--- config.mk ---
export PLATFORM = sky130hd
export DESIGN_NAME = alu_seq
export DESIGN_NICKNAME = d
export VERILOG_FILES = /design/src/rtl/alu_seq_pkg.sv /design/src/rtl/alu_seq_core.sv /design/src/rtl/alu_seq.sv
export SDC_FILE = /design/constraint.sdc
export NUM_CORES = 1
export LEC_CHECK = 0
export ABC_AREA = 1
export CAP_MARGIN = 20
export CELL_PAD_IN_SITES_DETAIL_PLACEMENT = 0
export CELL_PAD_IN_SITES_GLOBAL_PLACEMENT = 1
export CORE_MARGIN = 2
export CORE_UTILIZATION = 35
export CTS_CLUSTER_SIZE = 24
export DETAILED_ROUTE_END_ITERATION = 10
export PLACE_DENSITY = 0.83
export SYNTH_ARGS = -nofsm -noshare
export SYNTH_HDL_FRONTEND = slang
export SYNTH_SLANG_ARGS = --single-unit
--- constraint.sdc ---
create_clock -name Clk -period 5.3 [get_ports Clk]
set_input_delay 1.06 -clock Clk [delete_from_list [all_inputs] [get_ports Clk]]
set_output_delay 1.06 -clock Clk [all_outputs]
set_load 0.005 [all_outputs]
--- src/rtl/alu_seq_pkg.sv ---
// alu_seq_pkg -- shared definitions for the sequential ALU.
//   op_e    : 4-bit opcode enum (mnemonics show up in waveforms)
//   state_e : controller state enum; ST_MUL exists only when the
//             iterative multiplier is built (macro ALU_SEQ_MUL_EN)
//   is_shift: true for the multi-cycle shift opcodes
package alu_seq_pkg;

  typedef enum logic [3:0] {
    OP_ADD = 4'd0,
    OP_SUB = 4'd1,
    OP_AND = 4'd2,
    OP_ORR = 4'd3,
    OP_XOR = 4'd4,
    OP_RXR = 4'd5,
    OP_LSL = 4'd6,
    OP_LSR = 4'd7,
    OP_MUL = 4'd8
  } op_e;

  typedef enum logic [1:0] {
    ST_IDLE  = 2'd0,
    ST_SHIFT = 2'd1,
`ifdef ALU_SEQ_MUL_EN
    ST_MUL   = 2'd2,
`endif
    ST_DONE  = 2'd3
  } state_e;

  function automatic logic is_shift(input op_e op);
    return (op == OP_LSL) || (op == OP_LSR);
  endfunction

endpackage

--- src/rtl/alu_seq_core.sv ---
// alu_core -- combinational single-cycle operations.
//   a_i, b_i : operands (WIDTH bits)
//   op_i     : opcode; only ADD..RXR produce a value, anything else gives 0
//   y_o      : result (WIDTH bits)
module alu_core
  import alu_seq_pkg::*;
#(
  parameter int WIDTH = 8
) (
  input  logic [WIDTH-1:0] a_i,
  input  logic [WIDTH-1:0] b_i,
  input  op_e              op_i,
  output logic [WIDTH-1:0] y_o
);

  // Single-cycle result mux; carries and borrows fall off the top.
  always_comb begin
    y_o = {WIDTH{1'b0}};
    case (op_i)
      OP_ADD:  y_o = a_i + b_i;
      OP_SUB:  y_o = a_i - b_i;
      OP_AND:  y_o = a_i & b_i;
      OP_ORR:  y_o = a_i | b_i;
      OP_XOR:  y_o = a_i ^ b_i;
      OP_RXR:  y_o = {{(WIDTH-1){1'b0}}, ^a_i};
      default: y_o = {WIDTH{1'b0}};
    endcase
  end

endmodule

--- src/rtl/alu_seq.sv ---
// alu_seq -- sequential ALU with valid/ready handshakes on both sides.
//   Clk, Reset        : clock; synchronous active-high reset
//   InputA, InputB, OP: operands and opcode, captured when InValid&&InReady
//   InValid / InReady : request handshake (InReady only in IDLE)
//   OutValid/OutReady : result handshake; result held until taken
//   Out, Zero, LT     : result, Out==0, signed InputA < signed InputB
// Shifts iterate one bit per cycle; MUL is an iterative shift-add that is
// only built when macro ALU_SEQ_MUL_EN is defined (otherwise OP=8 gives 0).
module alu_seq
  import alu_seq_pkg::*;
#(
  parameter int WIDTH = 8
) (
  input  logic             Clk,
  input  logic             Reset,
  input  logic [WIDTH-1:0] InputA,
  input  logic [WIDTH-1:0] InputB,
  input  logic [3:0]       OP,
  input  logic             InValid,
  output logic             InReady,
  output logic             OutValid,
  input  logic             OutReady,
  output logic [WIDTH-1:0] Out,
  output logic             Zero,
  output logic             LT
);

  localparam int               CW       = $clog2(WIDTH + 1);
  localparam logic [WIDTH-1:0] W_LIMIT  = WIDTH'(WIDTH);
  localparam logic [CW-1:0]    CNT_FULL = CW'(WIDTH);
  localparam logic [CW-1:0]    CNT_ONE  = CW'(1);

  state_e           state_q;
  logic             ready_q;
  logic             valid_q;
  logic [WIDTH-1:0] out_q;
  logic             zero_q;
  logic             lt_q;
  logic [WIDTH-1:0] acc_q;      // shift value or running product
  logic [CW-1:0]    cnt_q;      // iterations left
  logic             dir_q;      // 1: shift right
  logic             lt_pend_q;  // LT of the accepted operands
`ifdef ALU_SEQ_MUL_EN
  logic [WIDTH-1:0] mcand_q;    // multiplicand, doubled each step
  logic [WIDTH-1:0] mplier_q;   // multiplier, consumed LSB first
  logic [WIDTH-1:0] acc_mul_d;
`endif

  op_e              op_in_s;
  logic [CW-1:0]    k_s;
  logic             lt_in_s;
  logic [WIDTH-1:0] core_y_s;
  logic [WIDTH-1:0] single_d;
  logic [WIDTH-1:0] acc_shift_d;

  alu_core #(.WIDTH(WIDTH)) u_core (
    .a_i (InputA),
    .b_i (InputB),
    .op_i(op_in_s),
    .y_o (core_y_s)
  );

  // Request decode plus the next value of each iterative datapath.
  always_comb begin
    op_in_s = op_e'(OP);
    lt_in_s = $signed(InputA) < $signed(InputB);
    // Amounts of WIDTH or more all clear the word, so clamp the count.
    if (InputB >= W_LIMIT) begin
      k_s = CNT_FULL;
    end else begin
      k_s = CW'(InputB);
    end
    // A zero-amount shift finishes at once and passes InputA through.
    if (is_shift(op_in_s)) begin
      single_d = InputA;
    end else begin
      single_d = core_y_s;
    end
    if (dir_q) begin
      acc_shift_d = acc_q >> 1;
    end else begin
      acc_shift_d = acc_q << 1;
    end
`ifdef ALU_SEQ_MUL_EN
    if (mplier_q[0]) begin
      acc_mul_d = acc_q + mcand_q;
    end else begin
      acc_mul_d = acc_q;
    end
`endif
  end

  // Controller FSM with all handshake and result registers.
  always_ff @(posedge Clk) begin
    if (Reset) begin
      state_q   <= ST_IDLE;
      ready_q   <= 1'b1;
      valid_q   <= 1'b0;
      out_q     <= {WIDTH{1'b0}};
      zero_q    <= 1'b0;
      lt_q      <= 1'b0;
      acc_q     <= {WIDTH{1'b0}};
      cnt_q     <= {CW{1'b0}};
      dir_q     <= 1'b0;
      lt_pend_q <= 1'b0;
`ifdef ALU_SEQ_MUL_EN
      mcand_q   <= {WIDTH{1'b0}};
      mplier_q  <= {WIDTH{1'b0}};
`endif
    end else begin
      case (state_q)
        ST_IDLE: begin
          if (InValid) begin
            ready_q   <= 1'b0;
            lt_pend_q <= lt_in_s;
            if (is_shift(op_in_s) && (k_s != {CW{1'b0}})) begin
              acc_q   <= InputA;
              dir_q   <= (op_in_s == OP_LSR);
              cnt_q   <= k_s;
              state_q <= ST_SHIFT;
            end
`ifdef ALU_SEQ_MUL_EN
            else if (op_in_s == OP_MUL) begin
              acc_q    <= {WIDTH{1'b0}};
              mcand_q  <= InputA;
              mplier_q <= InputB;
              cnt_q    <= CNT_FULL;
              state_q  <= ST_MUL;
            end
`endif
            else begin
              out_q   <= single_d;
              zero_q  <= (single_d == {WIDTH{1'b0}});
              lt_q    <= lt_in_s;
              valid_q <= 1'b1;
              state_q <= ST_DONE;
            end
          end
        end
        ST_SHIFT: begin
          acc_q <= acc_shift_d;
          cnt_q <= cnt_q - CNT_ONE;
          if (cnt_q == CNT_ONE) begin
            out_q   <= acc_shift_d;
            zero_q  <= (acc_shift_d == {WIDTH{1'b0}});
            lt_q    <= lt_pend_q;
            valid_q <= 1'b1;
            state_q <= ST_DONE;
          end
        end
`ifdef ALU_SEQ_MUL_EN
        ST_MUL: begin
          acc_q    <= acc_mul_d;
          mcand_q  <= mcand_q << 1;
          mplier_q <= mplier_q >> 1;
          cnt_q    <= cnt_q - CNT_ONE;
          if (cnt_q == CNT_ONE) begin
            out_q   <= acc_mul_d;
            zero_q  <= (acc_mul_d == {WIDTH{1'b0}});
            lt_q    <= lt_pend_q;
            valid_q <= 1'b1;
            state_q <= ST_DONE;
          end
        end
`endif
        ST_DONE: begin
          if (OutReady) begin
            valid_q <= 1'b0;
            ready_q <= 1'b1;
            state_q <= ST_IDLE;
          end
        end
        default: begin
          valid_q <= 1'b0;
          ready_q <= 1'b1;
          state_q <= ST_IDLE;
        end
      endcase
    end
  end

  assign InReady  = ready_q;
  assign OutValid = valid_q;
  assign Out      = out_q;
  assign Zero     = zero_q;
  assign LT       = lt_q;

endmodule

* Word level (Yosys, flattened, before mapping) *
Cells that the tools add are included.

storage, ports and cells
  logic and storage cells = 85
  register bits = 28
  input port bits = 24
  output and inout port bits = 12

cells by class
  $lt $le $gt $ge = 2
  add/sub/neg operators = 3
  mux-type cells = 35
  bitwise gates (word level) = 4
  equality and inequality tests = 15
  reduce and logical (&&, ||, !) cells = 16

operators by type and width
  kind                                                  number
  two-way mux 8 bit                                     7
  case mux 8 bit (6 select lines)                       1
  case mux 8 bit (2 select lines)                       2
  == test 4 x 3 -> 1 bit (second input constant)        4
  zero test 8 bit                                       2
  two-way mux 1 bit                                     12
  two-way mux 4 bit                                     3
  AND reduction 3 bit                                   4
  != test 2 bit (second input constant)                 5
  adder 8 bit                                           1
  AND 8 bit                                             1
  == test 4 x 1 -> 1 bit (second input constant)        2
  == test 4 x 2 -> 1 bit (second input constant)        2
  >= comparator 8 x 4 -> 1 bit (second input constant)  1
  less-than comparator 8 bit                            1
  two-way mux 2 bit                                     4
  bitwise OR 8 bit                                      1
  case mux 4 bit (2 select lines)                       1
  AND reduction 4 bit                                   2
  XOR reduction 8 bit                                   1
  subtractor 8 bit                                      1
  bitwise XOR 8 bit                                     1
  case mux 1 bit (3 select lines)                       2
  case mux 2 bit (3 select lines)                       1
  other kinds (12)                                      13

* Longest topological paths before layout *
  depth after elaboration = 7
  mapped depth = 17
  gate-level depth less buffers = 16

* Modules after synthesis *
From an unflattened synthesis, not the netlist that was laid out.

second synthesis, totals
  cells, all modules = 465
  area total of the unflattened synthesis = 2959.1 sq um

by module, submodules not included
  module    sequential area each (sq um)  cells each  instances  area each (sq um)
  alu_seq   560.5                         287         1          1863.0
  alu_core  0.0                           178         1          1096.1

* Worst setup path after synthesis *
OpenSTA, ideal clock, no wires.

  path kind = input -> register
  start point = in InputA[0]
  end point = reg zero_q (netlist: Zero)
  path buffers = 0
  data required time = 5.236 ns
  setup slack = 2.674 ns
  arrival time = 2.562 ns
  setup time = 0.064 ns
  stages on the path = 16
  cell sequence = inv_1 > ha_1 > fa_1 > inv_1 > nand3_1 > nand2_1 > nand2_1 > nand2_1 > nand2_1 > nand3_1 > nand3_1 > nor2_1 > nand2_1 > nor2_1 > nor2_1 > nor2_1

between the ends
  word-level cells in the longest chain between the ends = 7
  elaborated cells between the ends (all ways) = 12
  classes of those cells = 2 x add/sub; 5 x mux; 3 x bitwise; 2 x reduce/logical

ends and longest elaborated chain
  element                                         line                RTL
  from (decl)                                     alu_seq.sv:16       input logic [WIDTH-1:0] InputA,
  subtractor 8 bit, or another cell as far along  alu_seq_core.sv:21  OP_SUB: y_o = a_i - b_i;
  case mux 8 bit (6 select lines)                 alu_seq_core.sv:19  case (op_i)
  two-way mux 8 bit (*)                           alu_seq.sv:74       if (is_shift(op_in_s)) begin
  zero test 8 bit (*)                             alu_seq.sv:133      zero_q <= (single_d == {WIDTH{1'b0}});
  two-way mux 1 bit (*)                           alu_seq.sv:116      if (is_shift(op_in_s) && (k_s != {CW{1'b0}})) begin
  two-way mux 1 bit (*)                           alu_seq.sv:113      if (InValid) begin
  case mux 1 bit (2 select lines) (*)             alu_seq.sv:111      case (state_q)
  to (signal assigned)                            alu_seq.sv:133
  to (signal assigned)                            alu_seq.sv:145      zero_q <= (acc_shift_d == {WIDTH{1'b0}});
  to (decl)                                       alu_seq.sv:37       logic zero_q;

Every way passes the cells marked *; elsewhere a longest branch is shown, timed or not. The select of a mux whose other input is x is not followed.
A chain may end at the register's enable or synchronous reset.

* Worst setup path in the final report *
  start point = in InputA[0]
  end point = reg lt_pend_q

between the ends
  word-level cells in the longest chain between the ends = 1

ends and longest elaborated chain
  element                     line            RTL
  less-than comparator 8 bit  alu_seq.sv:66   lt_in_s = $signed(InputA) < $signed(InputB);
  to (signal assigned)        alu_seq.sv:115  lt_pend_q <= lt_in_s;
  to (decl)                   alu_seq.sv:42   logic lt_pend_q;

Every way passes these cells.

==> flow_summary_export.csv <==
group,metric,value,unit
status,status,"finished, final reports clean",
logic_synthesis,syn_inst,477,
floorplan,start_util,36.55,%
critical_path,cp.arrival,3.53,ns
grt,grt_pass1_wl,13720,µm
power,leakage,1.627,nW
logic_synthesis,synth.distinct_cells,41,
critical_path,critPathRequiredTime,5.47,ns
floorplan,io_pins,36,
clock_tree,cts_sinks,28,
clock_tree,cts_tree,"done",
floorplan,core_area,7807,µm²
layout,mostFrequentLayoutCell,"nand2_1",
power,pwr-share-seq,34.2,%
floorplan,fp.dieH,94.30,µm
power,internal-power,0.0005081,W
clock_tree,clockRootBuffer,"clkbuf_8",
logic_synthesis,ys_top_cells_by_area,"dfxtp_1 20%, nand2_1 14%, ha_1 11%",
power,p_switching,0.0003137,W
clock_tree,cts-htree-levels,1,
layout,drive_above_1_share,4.950,%
power,power.share.switching,38.17,%
timing,period_share,63.42,%
power,p_clk_share,20.3,%
layout,synthToLayoutAreaGrowth,16.97,%
floorplan,die_x,94.30,µm
timing,final_hold_viol_count,0,
floorplan,fp-row-count,32,
logic_synthesis,syn_avg_cell_area,5.983,µm²
critical_path,crit_path_start_kind,"input port",
timing,tightest_slew,0.8270,ns
logic_synthesis,yosys.area.top_type,"dfxtp_1",
timing,slew_violations,0,
drt,routed_wl,8063,µm
layout,final_cell_mix,"109 x nand2_1, 67 x inv_1, 64 x nor2_1, 47 x nand3_1, 37 x a21oi_1",
grt,track_usage,18.94,%
clock_tree,cts_resized,0,
critical_path,crit_type,"in -> reg",
timing,max_slew_margin,44.66,%
layout,layout.nets,558,
drt,avgViaCountPerCell,5.003,
clock_tree,ctsHoldBuffers,0,
drt,drc_errors,0,
place,hpwl,6425,µm
place,port_buffers,35,
timing,rsz0062_at_grt,"no",
grt,overflow,0,
drt,vias,3037,
layout,finalInstanceArea,3338,µm²
timing,clock-skew-final,0.008399,ns
clock_tree,numCtsBuffers,3,
drt,drtAntennaViolNets,0,
job,cap_violations,0,
logic_synthesis,yosysSeqAreaShare,19.64,%
critical_path,endpoint_kind,"flop",
logic_synthesis,synthesis.area,2854,µm²
worst_hold_path,hold_path.class,"reg -> reg",
power,power.density,246.2,nW/µm²
place,gp_congestion,0.9054,
clock_tree,clockBufferDepth,2,
grt,grt_pass1_vias,2844,
timing,fin_setup_tns,0,ns
timing,setup_violations,0,
grt,antenna_found_initial,0,
floorplan,die_area,8892,µm²
power,combPwrFrac,45.5,%
place,placed_area,3267,µm²
critical_path,path_max_fanout,6,
timing,fmax,0.2975,GHz
drt,wire_per_inst,13.28,µm
drt,first_pass_iters,4,
logic_synthesis,yosys_warnings,0,
timing,setup_ws,1.939,ns
logic_synthesis,synth_top_area_share,19.64,%
logic_synthesis,synth_nets,529,
timing,min_period,3.361,ns
clock_tree,clk_latency,0.28,ns
clock_tree,clk_pin_slew_worst_paths,0.09,ns
place,pre_cts_slack,1.678,ns
logic_synthesis,synth-seq-cells,28,
power,peakVddDrop,0.1970,mV
clock_tree,cts_setup_buffers,0,
grt,grt_max_degree,28,
drt,drt_iter0_markers,185,
layout,num_antenna_cells,0,
flip-flops by register name (all words and copies together), names as in the netlist:
| name | cells |
|---|---|
| InReady | 1 |
| LT | 1 |
| Out | 8 |
| OutValid | 1 |
| Zero | 1 |
| acc_q | 8 |
| cnt_q | 4 |
| dir_q | 1 |
| lt_pend_q | 1 |
| state_q | 2 |
layout make-up:
type                    instances  area [µm²]
fillers                       843        4469
multi-input cells             364        1946
flip-flops and latches         28       560.5
repair buffers                 35       350.3
inverters                      74       282.8
well taps                     102       127.6
clock buffers                   3       41.29
clock inverters                 1       30.03
power groups by stage:
stage | sequential (W) | combinational (W) | clock [W]
after global routing | 0.000286 | 0.000425 | 0.000184
final | 0.000281 | 0.000374 | 0.000167
after CTS | 0.000281 | 0.000374 | 0.000171
after global placement | 0.000285 | 0.000373 | 0
after floorplan | 0.000281 | 0.000251 | 0
after detailed placement | 0.000285 | 0.000372 | 0
synth_stat cells:
cell type / count
dfxtp_1: 28
ha_1: 26
and2_1: 1
nand2_4: 1
inv_1: 67
nor2_1: 64
nor3_2: 1
nand3_1: 47
or2_1: 1
buf_2: 4
o211ai_2: 1
o22ai_1: 5
o21ai_0: 29
buf_4: 3
a31oi_4: 1
o41ai_1: 1
nor2_2: 1
nor3_1: 1
clkbuf_1: 3
o21ai_1: 8
a21oi_1: 37
o211ai_1: 2
nor2_4: 2
a21boi_0: 1
nand2_1: 109
buf_6: 1
a21oi_2: 1
o22a_1: 1
a211oi_1: 1
a31oi_1: 3
nand4_1: 6
nand2_2: 3
o31ai_1: 1
xor2_1: 1
nand3b_1: 1
inv_2: 5
or2_2: 3
inv_4: 2
xnor2_1: 1
mux2i_1: 1
fa_1: 2
through the flow:
step / instances / total power, W / hold WS (ns) / util [%]
floorplan: 477 / 0.0005320 / 0.4386 / -
global placement: 603 / 0.0006577 / 0.4502 / 41.84
detailed placement: 603 / 0.0006573 / 0.4558 / 41.84
CTS: 607 / 0.0008264 / 0.4687 / 42.76
global route: 607 / 0.0008952 / 0.5020 / 42.76
finish: 607 / 0.0008218 / 0.4695 / 42.76
cell families (layout without fill, tap and decap cells):
family                     after synthesis  after routing  synth area share (%)
muxes                                    1              1                0.3507
DFF                                     28             28                 19.64
AOI/OAI and AO/OA                       92             92                 18.15
xor gates and xnor gates                 2              2                0.6139
buffers and inverters                   85            113                 12.19
adders and majority gates               28             28                 12.80
and+or+nand+nor                        241            241                 36.26
layer usage:
metal  up-vias  wire length, µm  track usage, %
li1       1600                -               -
met4         0               61           2.778
met5         -                0               0
met1      1359             3981           28.08
met2        72             3641           29.88
met3         6              379           2.408
worst max-delay path, cell delays in order:
cell and delay [ns]:
clkdlybuf4s50_1 0.61, inv_1 0.14, ha_1 0.26, fa_1 0.42
inv_1 0.09, nand3_1 0.10, nand2_1 0.10, nand2_1 0.08
nand2_1 0.06, nand2_1 0.06, nand4_1 0.07, o21ai_0 0.20
o21ai_0 0.22, inv_1 0.05
final timing paths:
| kind | from | endpoint | slack (ns) | cells after the start |
|---|---|---|---|---|
| worst max register to register | state_q[1]$_SDFFE_PP0P_ | Zero$_SDFFE_PP0P_ | 3.52 | 9 |
| worst min register to register | InReady$_SDFFE_PP1P_ | InReady$_SDFFE_PP1P_ | 0.47 | 2 |
| worst min-delay path | InReady$_SDFFE_PP1P_ | InReady$_SDFFE_PP1P_ | 0.47 | 2 |
| worst max-delay path | InputA[0] | lt_pend_q$_SDFFE_PP0P_ | 1.94 | 14 |
(Power assumes the default switching activity.)
